## src/rtl/frame_padder_pkg.sv

```systemverilog
// Shared types and derived-size helpers for the frame padder.
// PPW = pixels per output word, WORDS_PER_COL = output words per padded column.
package frame_padder_pkg;

  typedef enum logic [2:0] {
    IDLE      = 3'd0,
    PAD_FIRST = 3'd1,
    BODY      = 3'd2,
    PAD_LAST  = 3'd3,
    DONE      = 3'd4
  } state_t;

  // PPW: how many pixels fit in one output word.
  function automatic int calc_ppw(input int nb_data, input int nb_pixel);
    return nb_data / nb_pixel;
  endfunction

  // WORDS_PER_COL: output words needed for one padded column.
  function automatic int calc_words_per_col(input int image_height, input int ppw);
    return image_height / ppw;
  endfunction

endpackage

```

## src/rtl/pixel_packer.sv

```systemverilog
// Packs pixels into words, lane 0 first; pad_vld emits a whole zero word instead.
// Latency: word registered one cycle after its last lane (or pad request).
// Backpressure: none, every request is taken the cycle it is presented.
module pixel_packer
  import frame_padder_pkg::*;
#(
  parameter int NB_PIXEL = 8,
  parameter int NB_DATA  = 32
) (
  input  logic                i_clk,
  input  logic                i_reset,
  input  logic                pix_vld,
  input  logic [NB_PIXEL-1:0] pix_dat,
  input  logic                pad_vld,
  output logic                word_vld,
  output logic [NB_DATA-1:0]  word_dat
);

  localparam int PPW = calc_ppw(NB_DATA, NB_PIXEL);
  localparam int LW  = (PPW > 1) ? $clog2(PPW) : 1;
  localparam logic [LW-1:0] LANE_LAST = LW'(PPW - 1);

  logic [LW-1:0]               lane_cnt;
  logic [NB_DATA-NB_PIXEL-1:0] lanes_q;
  logic [NB_DATA-1:0]          filled;

  // New pixel enters the top lane, so after PPW pixels the first sits in lane 0.
  assign filled = {pix_dat, lanes_q};

  always_ff @(posedge i_clk or negedge i_reset) begin
    if (!i_reset) begin
      lane_cnt <= '0;
      lanes_q  <= '0;
      word_vld <= 1'b0;
      word_dat <= '0;
    end else begin
      word_vld <= 1'b0;
      if (pad_vld) begin
        word_vld <= 1'b1;
        word_dat <= '0;
      end else if (pix_vld) begin
        if (lane_cnt == LANE_LAST) begin
          lane_cnt <= '0;
          lanes_q  <= '0;
          word_vld <= 1'b1;
          word_dat <= filled;
        end else begin
          lane_cnt <= lane_cnt + 1'b1;
          lanes_q  <= filled[NB_DATA-1:NB_PIXEL];
        end
      end
    end
  end

endmodule

```

## src/rtl/frame_padder.sv

```systemverilog
// Wraps a column-major raw frame in a one-pixel zero border and packs it into words.
// Latency: first word one cycle after i_start; optional tlast check via FRAME_PADDER_TLAST_CHECK_EN.
// Backpressure: stalls the pixel input on raw rows only; output is never throttled.
module frame_padder
  import frame_padder_pkg::*;
#(
  parameter int IMAGE_HEIGHT = 200,
  parameter int IMAGE_WIDTH  = 200,
  parameter int NB_PIXEL     = 8,
  parameter int NB_DATA      = 32
) (
  input  logic                i_clk,
  input  logic                i_reset,
  input  logic                i_start,
  input  logic [NB_PIXEL-1:0] i_s_tdata,
  input  logic                i_s_tvalid,
  input  logic                i_s_tlast,
  output logic                o_s_tready,
  output logic [NB_DATA-1:0]  o_axi_data,
  output logic                o_valid,
  output logic                o_busy,
  output logic                o_frame_done,
  output logic                o_error
);

  localparam int PPW           = calc_ppw(NB_DATA, NB_PIXEL);
  localparam int WORDS_PER_COL = calc_words_per_col(IMAGE_HEIGHT, PPW);
  localparam int RW = $clog2(IMAGE_HEIGHT);
  localparam int CW = $clog2(IMAGE_WIDTH);
  localparam int WW = (WORDS_PER_COL > 1) ? $clog2(WORDS_PER_COL) : 1;

  localparam logic [RW-1:0] ROW_LAST  = RW'(IMAGE_HEIGHT - 1);
  localparam logic [RW-1:0] ROW_FINAL = RW'(IMAGE_HEIGHT - 2);
  localparam logic [CW-1:0] COL_LAST  = CW'(IMAGE_WIDTH - 3);
  localparam logic [WW-1:0] WORD_LAST = WW'(WORDS_PER_COL - 1);

  state_t        state_q, state_d;
  logic [RW-1:0] row_q;
  logic [CW-1:0] col_q;   // body column index, 0 = padded column 1
  logic [WW-1:0] word_q;
  logic          frame_done_q;

  logic                zero_row;
  logic                s_tready;
  logic                pix_vld;
  logic [NB_PIXEL-1:0] pix_dat;
  logic                pad_vld;

  always_comb begin
    state_d  = state_q;
    zero_row = (row_q == '0) || (row_q == ROW_LAST);
    s_tready = 1'b0;
    pix_vld  = 1'b0;
    pix_dat  = '0;
    pad_vld  = 1'b0;
    case (state_q)
      IDLE: begin
        if (i_start) state_d = PAD_FIRST;
      end
      PAD_FIRST: begin
        pad_vld = 1'b1;
        if (word_q == WORD_LAST) state_d = BODY;
      end
      BODY: begin
        s_tready = !zero_row;
        pix_vld  = zero_row || i_s_tvalid;
        pix_dat  = zero_row ? '0 : i_s_tdata;
        if (pix_vld && (row_q == ROW_LAST) && (col_q == COL_LAST)) state_d = PAD_LAST;
      end
      PAD_LAST: begin
        pad_vld = 1'b1;
        if (word_q == WORD_LAST) state_d = DONE;
      end
      DONE: begin
        state_d = IDLE;
      end
      default: begin
        state_d = IDLE;
      end
    endcase
  end

  always_ff @(posedge i_clk or negedge i_reset) begin
    if (!i_reset) begin
      state_q      <= IDLE;
      row_q        <= '0;
      col_q        <= '0;
      word_q       <= '0;
      frame_done_q <= 1'b0;
    end else begin
      state_q      <= state_d;
      frame_done_q <= (state_q == DONE);
      if (pad_vld) begin
        word_q <= (word_q == WORD_LAST) ? '0 : word_q + 1'b1;
      end
      if (pix_vld) begin
        if (row_q == ROW_LAST) begin
          row_q <= '0;
          col_q <= (col_q == COL_LAST) ? '0 : col_q + 1'b1;
        end else begin
          row_q <= row_q + 1'b1;
        end
      end
    end
  end

  assign o_s_tready   = s_tready;
  assign o_busy       = (state_q != IDLE);
  assign o_frame_done = frame_done_q;

`ifdef FRAME_PADDER_TLAST_CHECK_EN
  logic err_q;
  logic final_raw;

  // The last raw pixel lives on the second-to-last row of the last body column.
  assign final_raw = (col_q == COL_LAST) && (row_q == ROW_FINAL);

  always_ff @(posedge i_clk or negedge i_reset) begin
    if (!i_reset) begin
      err_q <= 1'b0;
    end else if ((state_q == IDLE) && i_start) begin
      err_q <= 1'b0;
    end else if (s_tready && i_s_tvalid && (i_s_tlast != final_raw)) begin
      err_q <= 1'b1;
    end
  end

  assign o_error = err_q;
`else
  logic unused_tlast;
  assign unused_tlast = i_s_tlast;
  assign o_error      = 1'b0;
`endif

  pixel_packer #(
    .NB_PIXEL (NB_PIXEL),
    .NB_DATA  (NB_DATA)
  ) u_packer (
    .i_clk    (i_clk),
    .i_reset  (i_reset),
    .pix_vld  (pix_vld),
    .pix_dat  (pix_dat),
    .pad_vld  (pad_vld),
    .word_vld (o_valid),
    .word_dat (o_axi_data)
  );

endmodule

```

## config.mk

```make
export PLATFORM = sky130hd
export DESIGN_NAME = frame_padder
export DESIGN_NICKNAME = d
export VERILOG_FILES = /design/src/rtl/frame_padder_pkg.sv /design/src/rtl/pixel_packer.sv /design/src/rtl/frame_padder.sv
export SDC_FILE = /design/constraint.sdc
export NUM_CORES = 1
export LEC_CHECK = 0
export CAP_MARGIN = 20
export CORE_MARGIN = 1
export CORE_UTILIZATION = 40
export CTS_CLUSTER_SIZE = 30
export DETAILED_ROUTE_END_ITERATION = 16
export PLACE_DENSITY = 0.73
export SYNTH_ARGS = -nofsm -noshare
export SYNTH_HDL_FRONTEND = slang
export SYNTH_SLANG_ARGS = --single-unit
export TNS_END_PERCENT = 5
```

## constraint.sdc

```tcl
create_clock -name i_clk -period 3.3 [get_ports i_clk]
set_clock_uncertainty 0.05 [all_clocks]
set_input_delay 0.66 -clock i_clk [delete_from_list [all_inputs] [get_ports i_clk]]
set_output_delay 0.66 -clock i_clk [all_outputs]
set_load 0.01 [all_outputs]
```

== Word-level counts from Yosys, hierarchy flattened ==
Cells that the tools add are included.

* Bits of input ports: 13
* Flip-flop bits (word level): 85
* Output and inout port bits: 37

* Bitwise logic cells: 1
* Mux-type cells: 21
* Reductions and logical operators: 15
* Equality and inequality tests: 12
* Add/sub/neg operators: 4

{| class="wikitable"
|+ Operator list
! cell !! count
|-
| $mux W32 || 3
|-
| $mux W8 || 4
|-
| $mux W24 || 1
|-
| $add A8 B1 Y8 const B || 2
|-
| $eq A8 B8 Y1 const B || 2
|-
| $mux W3 || 4
|-
| $pmux W3 S4 || 1
|-
| $logic_not A8 Y1 || 1
|-
| $ne A2 B2 Y1 const B || 4
|-
| $add A6 B1 Y6 const B || 1
|-
| $eq A3 B2 Y1 const B || 2
|-
| $eq A6 B6 Y1 const B || 1
|-
| $mux W1 || 6
|-
| $mux W6 || 1
|-
| $reduce_and A2 Y1 || 3
|-
| $reduce_and A4 Y1 || 1
|-
| $reduce_bool A2 Y1 || 2
|-
| $eq A3 B1 Y1 const B || 1
|-
| $eq A3 B3 Y1 const B || 1
|-
| $logic_not A3 Y1 || 1
|-
| $reduce_bool A3 Y1 || 1
|-
| $add A2 B1 Y2 const B || 1
|-
| $eq A2 B2 Y1 const B || 1
|-
| $logic_and A1 B1 Y1 || 2
|-
| 5 further kinds || 6
|}

== Logic depth before layout (Yosys ltp) ==
* Depth after elaboration: 7
* Gate-level depth with buffers: 7

== Cells and area by module ==
A second synthesis with hierarchy kept.

* Cells, all modules: 386
* Area, all modules: 4370.4 µm²

{| class="wikitable"
|+ Modules (own cells, without submodules)
! module !! sequential area each (µm²) !! times used !! area each (µm²) !! cells each
|-
| pixel_packer || 1476.4 || 1 || 2839.0 || 234
|-
| frame_padder || 650.6 || 1 || 1531.5 || 152
|}

== Least setup slack after synthesis ==
Ideal clock, no wire load.

* Path type: reg-to-output
* Start point: reg row_q[0]
* End point: out o_s_tready
* Stages on the path, launching flop included: 6
* Setup slack: 1.134 ns
* Arrival: 1.456 ns
* Cell sequence: dfrtp_1 inv_1 ha_1 or4b_1 a21oi_2 nor2_1

* Word-level cells in the longest chain between the ends: 4
* Elaborated cells between the ends (all ways): 5
* Those cells by class: eq/ne: 1; mux: 1; reduce/logical: 3

{| class="wikitable"
|+ RTL lines
! item !! line !! source
|-
| start: declaration || frame_padder.sv:38 || <nowiki>logic [RW-1:0] row_q;</nowiki>
|-
| start signal: assignment || frame_padder.sv:101 || <nowiki>row_q <= row_q + 1'b1;</nowiki>
|-
| $eq A8 B8 Y1 or $logic_not A8 Y1 (tied branches) || frame_padder.sv:51 || <nowiki>zero_row = (row_q == '0) || (row_q == ROW_LAST);</nowiki>
|-
| $logic_or A1 B1 Y1 * || frame_padder.sv:51 ||
|-
| $logic_not A1 Y1 * || frame_padder.sv:65 || <nowiki>s_tready = !zero_row;</nowiki>
|-
| $mux W1 * || frame_padder.sv:56 || <nowiki>case (state_q)</nowiki>
|-
| end: declaration || frame_padder.sv:18 || <nowiki>output logic o_s_tready,</nowiki>
|}

Every way passes the cells marked *; elsewhere a longest branch is shown, timed or not.

== Final worst setup path ==
Same ends and word-level chain as after synthesis.

==> results_dict.tcl <==
set metrics [dict create \
    power.switching_mw 0.631 \
    ant_nets 0 \
    r2r_end "u_packer.lanes_q[19]" \
    hp-class "primary input to async pin" \
    drt-total-wl_mm 7.20 \
    status "finished clean" \
    fill_cells 861 \
    cts-resized-gates 0 \
    grt_first_pass_wirelength_mm 12.2 \
    rsz0062_at_grt "no" \
    fin_util_pct 50.6 \
    io_buffers 47 \
    grt.overflow.total 0 \
    synth_top_area_share_pct 55.4 \
    avgSynthCellArea_um2 11.4 \
    synth_seq_cells 85 \
    drtIter0Drc 105 \
    drc 0 \
    synthCells 338 \
    grt_pass1_vias 2518 \
    wl_per_cell_um 13.8 \
    cts_inserted_buffers 9 \
    gp_congestion 0.836 \
    firstDrtPassIters 7 \
    grt_use_total_pct 15.7 \
    yosys-top-cells-area "dfrtp_1, mux2i_1, nand2_1, nand2b_1, inv_1" \
    postCtsSetupRepairBufs 0 \
    cts.clk_slew.worst_paths_ns 0.09 \
    ys.warnings.count 0 \
    die_area_um2 9990 \
    hold_buffers 0 \
    yosys.cell_types.count 43 \
    tightestPinTransition_ns 0.749 \
    coreArea_um2 9280 \
    diodes 0 \
    p_seq_share_pct 53.8 \
    grt_max_degree 86 \
    fin_crit_sh_pct 92.6 \
    root_buffer "clkbuf_8" \
    placement_rows 35 \
    leakagePower_nw 2.42 \
    placedCellCount 504 \
    vdd_drop_max_mv 0.195 \
    crit_required_ns 2.59 \
    synth_top_area_cell "dfrtp_1" \
    worst_slack_ns 0.245 \
    cts_max_level 3 \
    r2r_start "row_q[0]" \
    path_max_fanout 8 \
    tritoncts "built" \
    switching_share_pct 28.0 \
    end_kind "output port" \
    power.internal_mw 1.62 \
    clock_power_share_pct 33.5 \
    crit_arrival_ns 2.35 \
    rrSetupSlack_ns 0.93 \
    die_h_um 100 \
    r2r_cells 8 \
    die_w_um 100 \
    syn_to_final_growth_pct 22.3 \
    p_per_area_nw_per_um2 479 \
    slew_violations 0 \
    cts_buffer_depth 2 \
    nets 407 \
    multi_input_area_um2 1540 \
    pin_count 50 \
    finalCriticalPeriod_ns 3.06 \
    fin_tns_setup_ns 0 \
    netlist_area_um2 3840 \
    hold_viol 0 \
    dp_hpwl_mm 4.95 \
    timing.fmax_mhz 327 \
    num_vias 2641 \
    synthesis.nets 358 \
    clock-sinks 85 \
    holdWs_ns 0.0884 \
    crit_path_start_kind "flop" \
    drv_cap 0 \
    slew_headroom_pct 49.4 \
    clk_latency_ns 0.35 \
    vias_per_cell 5.07 \
    layout-drive-gt1-share_pct 8.93 \
    worst-setup-path-type "flop to output port" \
    antenna_found_initial 0 \
    start_util_pct 41.3 \
    p_comb_share_pct 12.6 \
    synth-seq-area-share_pct 55.4 \
    setup-violations-final 0 \
    regArea_um2 2130 \
    dpl_worst_slack_ns 0.637 \
    layoutNonFillerInstCount 521 \
]
critical path: stages, from the launching register on:
cell	delay [ns]
dfrtp_1	0.41
inv_1	0.10
ha_1	0.16
or4b_1	0.45
a21oi_2	0.14
buf_4	0.18
nor2_1	0.07
clkdlybuf4s50_1	0.47
cells by family (layout without fill, tap and decap cells):
family          Yosys count  in the layout  share of synthesized area (%)
buf+inv                  45             99                           4.73
mux                      47             47                           12.4
flops                    85             85                           55.4
simple gates            104            104                           14.9
other cells               1              1                         0.0977
fa+ha+maj                 7              7                           2.28
compound gates           41             41                           8.44
xor+xnor                  8              8                           1.83
power groups by stage:
stage / clock network [mW] / registers (mW) / logic [mW]
2_1_floorplan: 0 / 1.20 / 0.214
3_3_place_gp: 0 / 1.23 / 0.267
3_5_place_dp: 0 / 1.23 / 0.285
4_1_cts: 0.782 / 1.21 / 0.285
5_1_grt: 0.825 / 1.23 / 0.326
6_report: 0.755 / 1.21 / 0.284
how the worst max path moves through the flow:
stage,startpoint,endpoint,slack (ns),cells after the start
after global routing,row_q[0],o_s_tready,0.13,7
final,row_q[0],o_s_tready,0.24,7
after global placement,row_q[0],o_s_tready,0.67,7
after detailed placement,row_q[0],o_s_tready,0.64,7
after CTS,row_q[0],o_s_tready,0.22,7
after floorplan,row_q[0],o_s_tready,1.13,5
flip-flops by register name (all words and copies together), names as in the netlist:
register	cells
u_packer.word_vld	1
word_q	6
o_frame_done	1
state_q	3
row_q	8
u_packer.word_dat	32
u_packer.lane_cnt	2
col_q	8
u_packer.lanes_q	24
layout by cell type, fill, tap and decap left out, types with 9 or more instances in the layout:
| cell type | instances |
|---|---|
| inv_1 | 28 |
| mux2i_1 | 44 |
| nor3_1 | 10 |
| nand2_1 | 32 |
| clkdlybuf4s50_1 | 46 |
| dfrtp_1 | 85 |
| nand2b_1 | 18 |
| nor2_1 | 9 |
| clkbuf_8 | 9 |
area by class of cell:
cell class,count,area share [%]
multi-input cells,208,32.8
inverters,28,2.24
repair buffers,55,11.8
clock inverters,7,1.73
flip-flops and latches,85,45.3
well taps,129,3.44
clock buffers,9,2.64
synth_stat cells, drive strengths merged:
library cell and n:
dfrtp 85, mux2i 44, nand2 32, inv 28, nand2b 18, clkbuf 10
nor3 10, nor2 9, o21ai 9, a22o 8, a32o 8, buf 7
ha 7, nand4 7, nand3 6, or3 5, a21o 4, a21oi 4
xnor2 4, xor2 4, and4 3, mux2 3, nor3b 3, o211ai 3
and3 2, nor2b 2, nor4b 2, o31ai 2, a311oi 1, conb 1
nand4b 1, nand4bb 1, o211a 1, o21ba 1, or3b 1, or4 1
or4b 1
stage by stage:
step | instance area [µm²] | power (mW)
after floorplan | 3840 | 1.41
after global placement | 4450 | 1.49
after detailed placement | 4460 | 1.52
after CTS | 4670 | 2.28
after global routing | 4690 | 2.38
final | 4690 | 2.25
layer usage:
| layer | track usage (%) | vias up | wire length [µm] |
|---|---|---|---|
| li1 | - | 1271 | - |
| met1 | 22.1 | 1326 | 3450 |
| met2 | 23.6 | 36 | 3460 |
| met3 | 3.06 | 8 | 182 |
| met4 | 6.90 | 0 | 110 |
| met5 | 0 | - | 0 |
No activity file was read; power rests on OpenSTA's default activity.
